$ cat src/rtl/character_move.sv
// Player-character position controller: walk / climb / jump / fall FSM that
// advances the registered character position once per frame tick.
module character_move #(
  parameter logic [11:0] X_INIT     = 12'd64,
  parameter logic [11:0] Y_INIT     = 12'd704,
  parameter logic [11:0] X_MAX      = 12'd960,
  parameter logic [7:0]  JUMP_TICKS = 8'd16,
  parameter logic [11:0] JUMP_STEP  = 12'd2,
  parameter logic [11:0] FALL_STEP  = 12'd2,
  parameter logic [2:0]  RAMP_DIV   = 3'd7
) (
  input  logic        clk,
  input  logic        rst,
  input  logic        tick,
  input  logic        left,
  input  logic        right,
  input  logic        up,
  input  logic        down,
  input  logic        jump,
  input  logic        ladder,
  input  logic [1:0]  ramp,
  input  logic [11:0] limit_ypos_min,
  input  logic [11:0] limit_ypos_max,
  input  logic        end_of_ramp,
  input  logic [11:0] landing_ypos,
  output logic [11:0] xpos,
  output logic [11:0] ypos,
  output logic        climbing,
  output logic        jumping,
  output logic        falling,
  output logic        facing_left
);

  typedef enum logic [2:0] {
    S_WALK,
    S_CLIMB,
    S_JUMP_UP,
    S_JUMP_DOWN,
    S_FALL
  } state_e;

  state_e      state_q, state_d;
  logic [11:0] xpos_q, xpos_d;
  logic [11:0] ypos_q, ypos_d;
  logic [11:0] base_y_q, base_y_d;
  logic [2:0]  slope_q, slope_d;
  logic [7:0]  jcnt_q, jcnt_d;
  logic        prev_jump_q, prev_jump_d;
  logic        facing_left_q, facing_left_d;
  logic        climbing_q, climbing_d;
  logic        jumping_q, jumping_d;
  logic        falling_q, falling_d;

  // Decoded key intent: opposing keys cancel each other.
  logic h_left, h_right, h_any, v_up, v_down, jump_rise;
  assign h_left    = left & ~right;
  assign h_right   = right & ~left;
  assign h_any     = left ^ right;
  assign v_up      = up & ~down;
  assign v_down    = down & ~up;
  assign jump_rise = jump & ~prev_jump_q;

  // Candidate positions; every one is saturated so the registers never wrap.
  logic [11:0] x_step;
  logic        x_moved;
  logic [11:0] y_minus1, y_plus1;
  logic [11:0] y_climb_up, y_climb_down;
  logic [11:0] y_jump_up, y_jump_down, y_fall;
  logic [12:0] jump_down_sum, fall_sum;
  logic        ramp_active, ramp_rise, slope_wrap, at_limit;

  always_comb begin
    if (h_right)     x_step = (xpos_q >= X_MAX) ? X_MAX : xpos_q + 12'd1;
    else if (h_left) x_step = (xpos_q == 12'd0) ? 12'd0 : xpos_q - 12'd1;
    else             x_step = xpos_q;
  end

  assign x_moved      = (x_step != xpos_q);
  assign y_minus1     = (ypos_q == 12'd0)    ? 12'd0    : ypos_q - 12'd1;
  assign y_plus1      = (ypos_q == 12'hFFF)  ? 12'hFFF  : ypos_q + 12'd1;
  assign y_climb_up   = (ypos_q > limit_ypos_min) ? ypos_q - 12'd1 : limit_ypos_min;
  assign y_climb_down = (ypos_q < limit_ypos_max) ? ypos_q + 12'd1 : limit_ypos_max;
  assign y_jump_up    = (ypos_q >= JUMP_STEP) ? ypos_q - JUMP_STEP : 12'd0;

  assign jump_down_sum = {1'b0, ypos_q} + {1'b0, JUMP_STEP};
  assign y_jump_down   = (jump_down_sum >= {1'b0, base_y_q}) ? base_y_q : jump_down_sum[11:0];
  assign fall_sum      = {1'b0, ypos_q} + {1'b0, FALL_STEP};
  assign y_fall        = (fall_sum >= {1'b0, landing_ypos}) ? landing_ypos : fall_sum[11:0];

  // Ramp 01 climbs when walking right; ramp 10 climbs when walking left.
  assign ramp_active = (ramp == 2'b01) || (ramp == 2'b10);
  assign ramp_rise   = ((ramp == 2'b01) && h_right) || ((ramp == 2'b10) && h_left);
  assign slope_wrap  = (slope_q == RAMP_DIV);
  assign at_limit    = (ypos_q == limit_ypos_min) || (ypos_q == limit_ypos_max);

  always_comb begin
    // NOTE: every *_d gets its hold value first, so no path through the
    // case below can leave a signal unassigned and infer a latch.
    state_d       = state_q;
    xpos_d        = xpos_q;
    ypos_d        = ypos_q;
    base_y_d      = base_y_q;
    slope_d       = slope_q;
    jcnt_d        = jcnt_q;
    prev_jump_d   = prev_jump_q;
    facing_left_d = facing_left_q;

    if (tick) begin
      prev_jump_d = jump;
      unique case (state_q)
        S_WALK: begin
          if (!ramp_active) slope_d = 3'd0;
          if (end_of_ramp && (ypos_q < landing_ypos)) begin
            state_d = S_FALL;
          end else if (ladder && (up ^ down)) begin
            state_d = S_CLIMB;
          end else if (jump_rise) begin
            state_d  = S_JUMP_UP;
            base_y_d = ypos_q;
            jcnt_d   = JUMP_TICKS;
          end else begin
            xpos_d = x_step;
            if (h_any) facing_left_d = h_left;
            if (ramp_active && x_moved) begin
              slope_d = slope_wrap ? 3'd0 : slope_q + 3'd1;
              if (slope_wrap) ypos_d = ramp_rise ? y_minus1 : y_plus1;
            end
          end
        end

        S_CLIMB: begin
          if (!ladder || (at_limit && h_any)) begin
            state_d = S_WALK;
          end else if (v_up) begin
            ypos_d = y_climb_up;
          end else if (v_down) begin
            ypos_d = y_climb_down;
          end
        end

        S_JUMP_UP: begin
          ypos_d = y_jump_up;
          xpos_d = x_step;
          if (h_any) facing_left_d = h_left;
          if (jcnt_q <= 8'd1) begin
            jcnt_d  = JUMP_TICKS;
            state_d = S_JUMP_DOWN;
          end else begin
            jcnt_d = jcnt_q - 8'd1;
          end
        end

        S_JUMP_DOWN: begin
          xpos_d = x_step;
          if (h_any) facing_left_d = h_left;
          if ((jcnt_q <= 8'd1) || (y_jump_down == base_y_q)) begin
            ypos_d  = base_y_q;
            jcnt_d  = 8'd0;
            state_d = end_of_ramp ? S_FALL : S_WALK;
          end else begin
            ypos_d = y_jump_down;
            jcnt_d = jcnt_q - 8'd1;
          end
        end

        S_FALL: begin
          ypos_d = y_fall;
          if (y_fall == landing_ypos) begin
            state_d = S_WALK;
            slope_d = 3'd0;
          end
        end

        default: state_d = S_WALK;
      endcase
    end
  end

  // Flags are registered alongside the state so they line up with xpos/ypos.
  assign climbing_d = (state_d == S_CLIMB);
  assign jumping_d  = (state_d == S_JUMP_UP) || (state_d == S_JUMP_DOWN);
  assign falling_d  = (state_d == S_FALL);

  // NOTE: sequential state uses non-blocking assignments so every flop samples
  // the pre-edge values of the others, independent of statement order.
  always_ff @(posedge clk) begin
    if (!rst) begin
      state_q       <= S_WALK;
      xpos_q        <= X_INIT;
      ypos_q        <= Y_INIT;
      base_y_q      <= 12'd0;
      slope_q       <= 3'd0;
      jcnt_q        <= 8'd0;
      prev_jump_q   <= 1'b0;
      facing_left_q <= 1'b0;
      climbing_q    <= 1'b0;
      jumping_q     <= 1'b0;
      falling_q     <= 1'b0;
    end else begin
      state_q       <= state_d;
      xpos_q        <= xpos_d;
      ypos_q        <= ypos_d;
      base_y_q      <= base_y_d;
      slope_q       <= slope_d;
      jcnt_q        <= jcnt_d;
      prev_jump_q   <= prev_jump_d;
      facing_left_q <= facing_left_d;
      climbing_q    <= climbing_d;
      jumping_q     <= jumping_d;
      falling_q     <= falling_d;
    end
  end

  assign xpos        = xpos_q;
  assign ypos        = ypos_q;
  assign climbing    = climbing_q;
  assign jumping     = jumping_q;
  assign falling     = falling_q;
  assign facing_left = facing_left_q;

endmodule

$ cat config.mk
export PLATFORM = sky130hd
export DESIGN_NAME = character_move
export DESIGN_NICKNAME = d
export VERILOG_FILES = /design/src/rtl/character_move.sv
export SDC_FILE = /design/constraint.sdc
export NUM_CORES = 1
export LEC_CHECK = 0
export BUFFER_PORTS_ARGS = -buffer_cell sky130_fd_sc_hd__buf_2
export CAP_MARGIN = 20
export CORE_MARGIN = 2
export CORE_UTILIZATION = 40
export CTS_CLUSTER_SIZE = 16
export DETAILED_ROUTE_END_ITERATION = 8
export PLACE_DENSITY = 0.65
export SLEW_MARGIN = 20
export SYNTH_ARGS = -nofsm -noshare
export SYNTH_HDL_FRONTEND = slang
export SYNTH_SLANG_ARGS = --single-unit
$ cat constraint.sdc
create_clock -name clk -period 8 [get_ports clk]
set_clock_uncertainty 0.1 [all_clocks]
set_input_delay 2.4 -clock clk [delete_from_list [all_inputs] [get_ports clk]]
set_output_delay 2.4 -clock clk [all_outputs]
set_load 0.005 [all_outputs]
==> reports/metrics.yaml <==
status:
  status: "completed"
floorplanning:
  initial_core_util_pct: 40.77
  rows: 48
  die_area_um2: 18580
  fp.dieH_um: 136.3
  io-pin-count: 76
  floorplan.die.width_um: 136.3
  floorplan.core_area_um2: 17180
final_layout:
  area_growth_pct: 9.577
  post_route_cells_drive_above_1_share_pct: 13.38
  antenna_cells: 0
  design.final.nets: 1103
clock_network:
  cts-htree-levels: 2
  ctsLongestPathBuffers: 2
  cts-root-buf: "clkbuf_16"
  post-cts-setup-buffer-count: 0
  tritoncts: "done"
  cts.clk_slew.worst_paths_ps: 80
  cts_inserted_buffers: 5
  number_of_buffers_added_to_fix_hold_violations_after_cts: 0
  clk_lat_worst_skew_ps: 310
  numClockSinks: 55
  cts_resized: 0
sta:
  timing.max_slew.rel_slack_pct: 23.31
  holdWs_ps: 384.7
  unrepaired_setup_endpoints_after_global_routing: "no"
  worstMarginPinSlew_ps: 1142
  min_period_ps: 5587
  finalCritPeriodShare_pct: 69.83
  timing.fmax_mhz: 179.0
  final-max-slew-violation-count: 0
  tns_ps: 0
  number_of_hold_violations_in_the_final_report: 0
  setup_violations: 0
  post-route-worst-setup-slack_ps: 2413
global_routing:
  globalRoute.busiestLayer: "met2"
  grt_first_pass_wirelength_um: 37490
  groute.layer.met1.usage_pct: 35.84
  global_route_overflow: 0
  grt_pass1_vias: 6935
  globalRouteMet3Util_pct: 2.946
  grt.met2_usage_pct: 40.51
  antenna_violations_before_repair: 0
  grt_max_degree: 28
  grt_usage_pct: 25.67
place:
  post-dp-hpwl_um: 18490
  placement.setup.worst_slack_ps: 2159
  place.port_buffers: 75
  gp_routability_congestion: 0.9524
setup_path:
  critical_path_arrival_ps: 5720
  worst_r2r_path_depth: 12
  setup.worst_path.end_class: "flop"
  cp_max_fo: 24
  r2r_end: "falling"
  regToRegSetupSlack_ps: 2780
  worstReg2RegStart: "ypos[2]"
  timing.setup.critical_path_class: "in -> reg"
  cp.required_ps: 8130
  setup.worst_path.start_class: "input pin"
yosys:
  synth_fp_nets: 1066
  synth-edff-count: 0
  synthCells: 941
  area_of_the_mapped_netlist_um2: 7003
  synth-async-reset-ratio_pct: 0
  synth_seq_area_share_pct: 15.72
  number_of_different_library_cells_in_the_post_synthesis_netlist: 88
  synth-warning-count: 0
  syn-mean-instance-area_um2: 7.442
  synth_top_flop_cell: "dfxtp_1"
  synth-seq-cells: 55
detailed_routing:
  routed_wl_um: 24280
  first_iter_violations: 838
  post_drt_wl_per_cell_um: 20.17
  remaining_drc_errors: 0
  via_per_inst: 6.264
  ant_nets: 0
  first_pass_iters: 5
  num_vias: 7542
pwr:
  portion_of_total_power_attributed_to_sequential_cells_pct: 28.3
  worst_supply_voltage_drop_on_vdd_uv: 115.0
  power.density_nw_per_um2: 158.6
  part_of_the_total_power_dissipated_in_combinational_logic_pct: 51.9
  switching_power_uw: 554.1
  cellLeakagePower_nw: 3.123
  cellInternalPower_uw: 663.0
  power.share.clock_pct: 19.8
  p_sw_share_pct: 45.52
  design_power_total_mw: 1.217
worst_hold_path:
  worst_hold_path.num_cells: 1
  worstHoldPathType: "reg -> reg"
  hold_path.startpoint: "slope_q[1]"
  hold_path_end: "slope_q[1]"
job:
  max_cap_violations: 0
==> power groups by stage <==
| stage | clock network, mW | registers (mW) | logic, mW |
|---|---|---|---|
| 2_1_floorplan | 0 | 0.325 | 0.467 |
| 3_3_place_gp | 0 | 0.349 | 0.612 |
| 3_5_place_dp | 0 | 0.348 | 0.615 |
| 4_1_cts | 0.244 | 0.342 | 0.618 |
| 5_1_grt | 0.256 | 0.348 | 0.690 |
| 6_report | 0.241 | 0.344 | 0.632 |
==> cells in the final DEF, fill, tap and decap left out, drive strengths merged, types with 19 or more instances in the layout <==
| cell type | count |
|---|---|
| buf | 88 |
| ha | 77 |
| nand2 | 77 |
| nor2 | 73 |
| inv | 72 |
| a21oi | 68 |
| dfxtp | 55 |
| xnor2 | 47 |
| nand3 | 47 |
| o21ai | 46 |
| nor3 | 23 |
| nand4 | 20 |
| mux2i | 19 |
==> per-layer routing <==
layer  part of all wire [%]  vias to the layer above
met4                    3.5                        0
met5                      0                        -
met1                     45                     3531
met2                     44                      373
li1                       -                     3566
met3                    7.6                       72
==> worst max-delay path by stage <==
stage / from / end / cells after the start
floorplan: landing_ypos[7] / xpos[6] / 12
global placement: landing_ypos[7] / xpos[7] / 12
detailed placement: right / ypos[0] / 12
CTS: right / ypos[0] / 12
global route: right / ypos[0] / 12
finish: right / ypos[0] / 12
==> sequential cells by signal (all words and copies together), names as in the netlist <==
name and cells:
jcnt_q 8, prev_jump_q 1, base_y_q 12, jumping 1
state_q 3, ypos 12, climbing 1, slope_q 3
facing_left 1, xpos 12, falling 1
==> synthesized netlist by cell type, types with 9 or more instances <==
master    number  area (um^2)
nor3_1        23        115.1
a21oi_1       66        330.3
a221oi_1      16        140.1
clkbuf_1      39        146.4
and2_1         9        56.30
nand4_1       19        118.9
a31oi_1       11        68.82
a21o_1        12        90.09
buf_2         13        65.06
a211oi_1      18        135.1
xor2_1        13        113.9
xnor2_1       47        411.6
nand3_1       46        230.2
inv_1         71        266.5
o211ai_1      12        90.09
o21ai_0       39        195.2
dfxtp_1       55         1101
mux2i_1       19        190.2
nor2_1        73        274.0
nand2b_1       9        56.30
o22ai_1       13        81.33
nand2_1       76        285.3
ha_1          77        963.4
==> worst max-delay path: stages <==
cell	delay [ps]
buf_2	100
inv_1	50
ha_1	340
or4b_1	610
or4b_4	600
a221oi_2	230
a21oi_1	110
nand4_2	140
o21ai_2	100
a21oi_4	600
a21oi_1	180
a311oi_2	250
==> final cells by class <==
cell class / instances / area [um^2]
clock buffer: 5 / 125.1
multi-input combinational: 756 / 5389
clock inverter: 3 / 33.78
inverter: 72 / 270.3
fill: 1801 / 9503
tap: 225 / 281.5
sequential: 55 / 1101
timing repair buffer: 88 / 473.0
==> per-stage QoR <==
step	area, um^2	util (%)	std cells
CTS	7674	44.68	1204
global route	7674	44.68	1204
detailed placement	7515	43.75	1196
global placement	7511	43.73	1196
floorplan	7003	-	941
finish	7674	44.68	1204
==> logic make-up (layout without fill, tap and decap cells) <==
kind of cell,after synthesis,after routing,synth area share [%]
AOI/OAI and AO/OA,271,271,27.30
DFF,55,55,15.72
and+or+nand+nor,321,321,23.80
muxes,24,24,3.573
buffers and inverters,130,168,7.468
adders and majority gates,77,77,13.76
xor gates and xnor gates,63,63,8.379
Power figures use the tool's default switching activity.
